===== src/rtl/pc_redirect_unit.sv =====
// Fetch PC register with sequential increment and delayed, supersedable redirect.
// Latency: registered outputs; a redirect sampled at edge E lands in pc_o after edge E+REDIRECT_DELAY.
// Backpressure: no handshake; stall_i freezes the increment only, never the redirect countdown.
module pc_redirect_unit #(
  parameter int                XLEN           = 32,
  parameter logic [XLEN-1:0]   RESET_VECTOR   = 32'h0000_0000,
  parameter int                REDIRECT_DELAY = 3,
  parameter int                INC_STEP       = 4,
  parameter int                ALIGN_BITS     = 2
) (
  input  logic            clk_i,
  input  logic            i_rst,
  input  logic            stall_i,
  input  logic            inc_en_i,
  input  logic            redirect_en_i,
  input  logic [XLEN-1:0] redirect_addr_i,
  input  logic            flush_i,
  output logic [XLEN-1:0] pc_o,
  output logic            pending_o,
  output logic [3:0]      remaining_o,
  output logic            commit_o,
  output logic            misalign_o
);

  typedef enum logic {IDLE, COUNT} state_t;

  // Low-bit mask built by shift so ALIGN_BITS=0 (no alignment check) stays legal.
  localparam logic [XLEN-1:0] ALIGN_MASK = (XLEN'(1) << ALIGN_BITS) - XLEN'(1);
  localparam logic [XLEN-1:0] INC        = XLEN'(INC_STEP);
  localparam logic [3:0]      DELAY_M1   = (REDIRECT_DELAY > 0) ? 4'(REDIRECT_DELAY - 1) : 4'd0;
  localparam bit              IMMEDIATE  = (REDIRECT_DELAY == 0);

  state_t          state;
  logic [XLEN-1:0] pc;
  logic [XLEN-1:0] target;
  logic [3:0]      remaining;
  logic            commit;
  logic            misalign;

  logic            aligned;
  logic            accept;
  logic            misaligned_req;
  logic            commit_now;
  logic            load;
  logic            inc_ok;
  logic [XLEN-1:0] load_value;

  // Flush outranks everything; a flushed redirect is neither accepted nor flagged.
  assign aligned        = (redirect_addr_i & ALIGN_MASK) == '0;
  assign accept         = redirect_en_i & ~flush_i & aligned;
  assign misaligned_req = redirect_en_i & ~flush_i & ~aligned;
  assign commit_now     = (state == COUNT) && (remaining == 4'd0) && !flush_i;
  assign load           = commit_now || (IMMEDIATE && accept);
  assign inc_ok         = inc_en_i & ~stall_i;
  // Only one load source can be live: commit needs COUNT, which an immediate build never enters.
  assign load_value     = commit_now ? target : redirect_addr_i;

  // Redirect FSM, PC register and pulse outputs share one registered update.
  always_ff @(posedge clk_i or negedge i_rst) begin
    if (!i_rst) begin
      state     <= IDLE;
      pc        <= RESET_VECTOR;
      target    <= '0;
      remaining <= 4'd0;
      commit    <= 1'b0;
      misalign  <= 1'b0;
    end else begin
      commit   <= load;
      misalign <= misaligned_req;

      if (load) begin
        pc <= load_value;
      end else if (inc_ok) begin
        pc <= pc + INC;
      end

      if (flush_i) begin
        state     <= IDLE;
        remaining <= 4'd0;
      end else if (accept && !IMMEDIATE) begin
        // Newest redirect wins, including on the edge the previous one commits.
        state     <= COUNT;
        target    <= redirect_addr_i;
        remaining <= DELAY_M1;
      end else if (state == COUNT) begin
        if (remaining == 4'd0) begin
          state <= IDLE;
        end else begin
          remaining <= remaining - 4'd1;
        end
      end
    end
  end

  assign pc_o        = pc;
  assign pending_o   = (state == COUNT);
  assign remaining_o = remaining;
  assign commit_o    = commit;
  assign misalign_o  = misalign;

endmodule

===== config.mk =====
export PLATFORM = sky130hd
export DESIGN_NAME = pc_redirect_unit
export DESIGN_NICKNAME = d
export VERILOG_FILES = /design/src/rtl/pc_redirect_unit.sv
export SDC_FILE = /design/constraint.sdc
export NUM_CORES = 1
export LEC_CHECK = 0
export BUFFER_PORTS_ARGS = -buffer_cell sky130_fd_sc_hd__buf_2
export CELL_PAD_IN_SITES_DETAIL_PLACEMENT = 1
export CELL_PAD_IN_SITES_GLOBAL_PLACEMENT = 2
export CORE_UTILIZATION = 36
export CTS_CLUSTER_DIAMETER = 30
export DETAILED_ROUTE_END_ITERATION = 8
export PLACE_DENSITY = 0.91
export REMOVE_ABC_BUFFERS = 1
export SYNTH_ARGS = -nofsm -noshare
export SYNTH_HDL_FRONTEND = slang
export SYNTH_SLANG_ARGS = --single-unit

===== constraint.sdc =====
create_clock -name clk_i -period 5.63 [get_ports clk_i]
set_input_delay 1.126 -clock clk_i [delete_from_list [all_inputs] [get_ports clk_i]]
set_output_delay 1.126 -clock clk_i [all_outputs]
set_load 0.02 [all_outputs]

Word-level counts from Yosys, hierarchy flattened --
Index checks and enable logic that the tools add are counted.
Storage, ports and cells: bits in registers 71, logic and storage cells 35, input bits 38, output and inout port bits 39
Cells by class: reduce and logical (&&, ||, !) cells 9, add/sub/neg operators 2, eq/ne operators 1, bitwise operators 7, multiplexer cells 10
Operators by type and width (count):
- $mux 32 | 2
- $add 32x3->32 const B | 1
- $logic_not 32->1 | 1
- $mux 4 | 4
- $and 1x1->1 | 4
- $logic_not 4->1 | 1
- $mux 1 | 4
- $reduce_and 2->1 | 2
- $sub 4x1->4 const B | 1
- $ne 3x3->1 const B | 1
- $not 1->1 | 3
- $reduce_bool 3->1 | 1
- $logic_and 1x1->1 | 2
- $reduce_bool 2->1 | 1
- $logic_not 1->1 | 1

Depth between registers and ports, before layout --
depth in word-level cells 5, depth in mapped cells 9, gate-level depth less buffers 7

Worst setup path after synthesis --
No wires, ideal clock.
kind input to register, start point input stall_i, end point register pc[26], in the netlist pc_o[26], setup time 0.082 ns, data arrival time 2.595 ns, cell stages on the path 5, path slack 2.953 ns, data required time 5.548 ns, path buffers 1, cell sequence nand3b_1 -> or4_1 -> buf_2 -> or4_1 -> a31oi_1
Between the ends: cells in the longest elaborated chain, start to end 3
RTL lines:
- start: declaration | RTL line 13 | input logic stall_i,
- $not 1->1 | RTL line 54 | assign inc_ok = inc_en_i & ~stall_i;
- $and 1x1->1 | RTL line 54
- $reduce_bool 2->1 (no line)
- end signal: assignment | RTL line 72 | pc <= load_value;
- end signal: assignment | RTL line 74 | pc <= pc + INC;
- end: declaration | RTL line 34 | logic [XLEN-1:0] pc;
Every way passes these cells. A chain may end at the register's enable or synchronous reset.

Worst setup path after layout --
start point input flush_i, end point register pc[12], in the netlist pc_o[12]
Between the ends: cells in the longest elaborated chain, start to end 3, elaborated cells between the ends (all ways) 4, classes of those cells mux (1); reduce/logical (3)
RTL lines:
- start: declaration | RTL line 17 | input logic flush_i,
- $logic_not 1->1 (*) | RTL line 52 | assign commit_now = (state == COUNT) && (remaining == 4'd0) && !flush_i;
- $logic_and 1x1->1 (*) | RTL line 52
- $mux 32 or $reduce_bool 2->1 (tied branches)
Every way passes the cells marked *; elsewhere a longest branch is shown, timed or not.

==> results.cfg <==
[run_status]
run_status = completed

[synthesis]
ys_ff_latch = 71
synth_area_per_cell_sq_um = 10.7
syn_inst = 310
ys_warn_count = 0
syn_area_sq_um = 3330
yosysSeqAreaShare_pct = 53.4
synth_cell_types = 37

[sta]
drv_slew = 0
layout_min_cycle_time_ns = 3.26
setup_viol = 0
rsz0062_at_grt = false
slew_headroom_pct = 39.0
skew_ns = 0.0134
period_share_pct = 57.9
worstMarginPinSlew_ns = 0.916
fmax_mhz = 307
tns_ns = 0
hold_viol_final = 0

[worst_setup_path]
cp-end-kind = flip-flop
start_kind = primary input
worstSetupPathType = in -> reg
worstPathMaxFanout = 40
cpMaxStageDelayCell = clkinv_1
critPathMaxStageDelay_ns = 0.79
critPathArrivalTime_ns = 3.54
required_ns = 5.91
reg2regPathDepth = 7
worstPathCellList = buf_2 -> or3b_2 -> clkinv_1 -> or4_1 -> nand3_1

[die]
num_io_pins = 77
dieArea_sq_um = 9630
core-area_sq_um = 8850
initial_core_util_pct = 37.6
row_count = 34
die_h_um = 98.2
die_x_um = 98.2

[pwr]
ir_worst_vdd_mv = 0.181
p_leak_nw = 1.74
p_comb_share_pct = 24.7
powerDensity_nw_per_um2 = 389
switching_share_pct = 34.9
power_w = 0.00155
p_seq_share_pct = 49.2
p_clk_share_pct = 26.1
p_switching_w = 0.000539
cellInternalPower_w = 0.00101

[cells_and_area]
num_antenna_cells = 0
nets = 423
final_cells = 495
syn_to_final_growth_pct = 19.5
layout-drive-gt1-share_pct = 32.8

[clocking]
clk_pin_slew_ns = 0.07
numCtsBuffers = 9
clock_sinks = 71
hold_buffers = 0
postCtsSetupBuffers = 0
cts_root_buffer = clkbuf_8
clk_latency_ns = 0.35
clockBufferDepth = 2
cts_resized = 0
htreeDepth = 3
cts_tree = built

[global_route]
gr-usage-met2_pct = 30.0
grt.busiest_layer = met2
met3_usage_pct = 4.87
grtUsageMet1_pct = 22.8
grt_pass1_vias = 2696
grt_usage_pct = 17.9
grt_pass1_wl_um = 13500
grt_max_degree = 72
antenna_found_initial = 0
grt_overflow_total = 0

[min_path]
worstHoldPathType = reg -> reg
hold_depth = 2

[route]
drc = 0
postRouteAntennaNets = 0
routed_wirelength_um = 7900
firstDrtPassIters = 6
drt_iter0_drc = 112
via_per_inst = 5.32
vias = 2632
routedWlPerCell_um = 16.0

[place]
gp_congestion = 0.728
numPortBuffers = 76
dpl.cell_count = 479
dp_hpwl_um = 5550

[flow_run]
cap_violations = 0
## cell usage after synthesis (all sizes together)
cell type,number,area (sq um)
nand2,28,105
o211ai,1,7.51
clkbuf,10,37.5
a21oi,1,5.00
nand4b,1,8.76
dfrtp,71,1780
nand2b,1,6.26
and4,2,17.5
and2,2,12.5
inv,10,37.5
or3b,2,17.5
a31oi,19,119
mux2,30,338
o31ai,14,105
or2,2,12.5
clkinv,1,3.75
nand3,12,65.1
nor4,1,6.26
nand3b,1,7.51
mux2i,1,10.0
nand4,6,37.5
ha,3,37.5
buf,6,36.3
nor2,21,78.8
xnor2,9,78.8
nor3,8,45.0
and3,2,12.5
or4,18,143
o21ai,15,75.1
or3,5,31.3
nor2b,3,18.8
xor2,4,35.0
## flip-flops by register name, indices dropped and copies added, names as in the netlist
register and count:
pending_o 1, pc_o 32, target 32, misalign_o 1
remaining_o 4, commit_o 1
## critical path, delay by kind of cell
kind	cells	cell delay, ns
buffers and inverters	2	0.94
and+or+nand+nor	3	1.46
## cell type report
cell class / count / area [sq um]
Clock inverter: 3 / 42.5
Fill cell: 1013 / 4870
Timing Repair Buffer: 77 / 390
Multi-Input combinational cell: 212 / 1440
Tap cell: 108 / 135
Inverter: 11 / 41.3
Sequential cell: 71 / 1780
Clock buffer: 13 / 149
## worst paths after layout
check	startpoint	end	slack (ns)
hold reg to reg	target[0]	pc_o[0]	0.46
hold / removal	target[0]	pc_o[0]	0.46
min in group asynchronous	i_rst	remaining_o[2]	0.88
setup reg to reg	remaining_o[1]	pc_o[12]	2.44
max in group asynchronous	i_rst	pc_o[12]	4.12
setup / recovery	flush_i	pc_o[12]	2.37
## kinds of logic after synthesis
| logic type | synth area share, % |
|---|---|
| AOI/OAI and AO/OA | 9.36 |
| adders and majority gates | 1.13 |
| buffers and inverters | 3.46 |
| muxes | 10.5 |
| and+or+nand+nor | 18.8 |
| xor gates and xnor gates | 3.42 |
| DFF | 53.4 |
## per-stage QoR
step / util (%) / area, sq um / setup WS, ns / hold slack [ns]
after floorplan: - / 3250 / 2.46 / 0.431
after global placement: 42.8 / 3790 / 2.06 / 0.442
after detailed placement: 42.8 / 3790 / 1.96 / 0.457
after CTS: 45.0 / 3980 / 2.34 / 0.467
after global routing: 45.0 / 3980 / 2.16 / 0.488
final: 45.0 / 3980 / 2.37 / 0.463
## cells in the final DEF (no fill, tap or decap), types with 3 or more instances in the layout
master	count
a31oi_1	19
buf_2	75
clkbuf_1	3
clkbuf_8	10
dfrtp_1	71
ha_1	3
inv_1	10
mux2_2	30
nand2_1	28
nand3_1	11
nand4_1	6
nor2_1	21
nor2b_1	3
nor3_1	7
o21ai_0	15
o31ai_1	14
or3_1	5
or4_1	16
xnor2_1	9
xor2_1	4
## routing by layer
metal / vias up / part of all wire, %
met4: 0 / 1.4
met2: 58 / 50
met5: - / 0
met3: 10 / 3.9
li1: 1267 / -
met1: 1297 / 45
## power by group through the flow
stage	clock network [W]	logic (W)	registers [W]
after CTS	0.000420	0.000389	0.000761
after global placement	0	0.000370	0.000764
final	0.000404	0.000383	0.000760
after detailed placement	0	0.000388	0.000770
after global routing	0.000437	0.000423	0.000784
after floorplan	0	0.000162	0.000822
No activity file was read; power rests on OpenSTA's default activity.
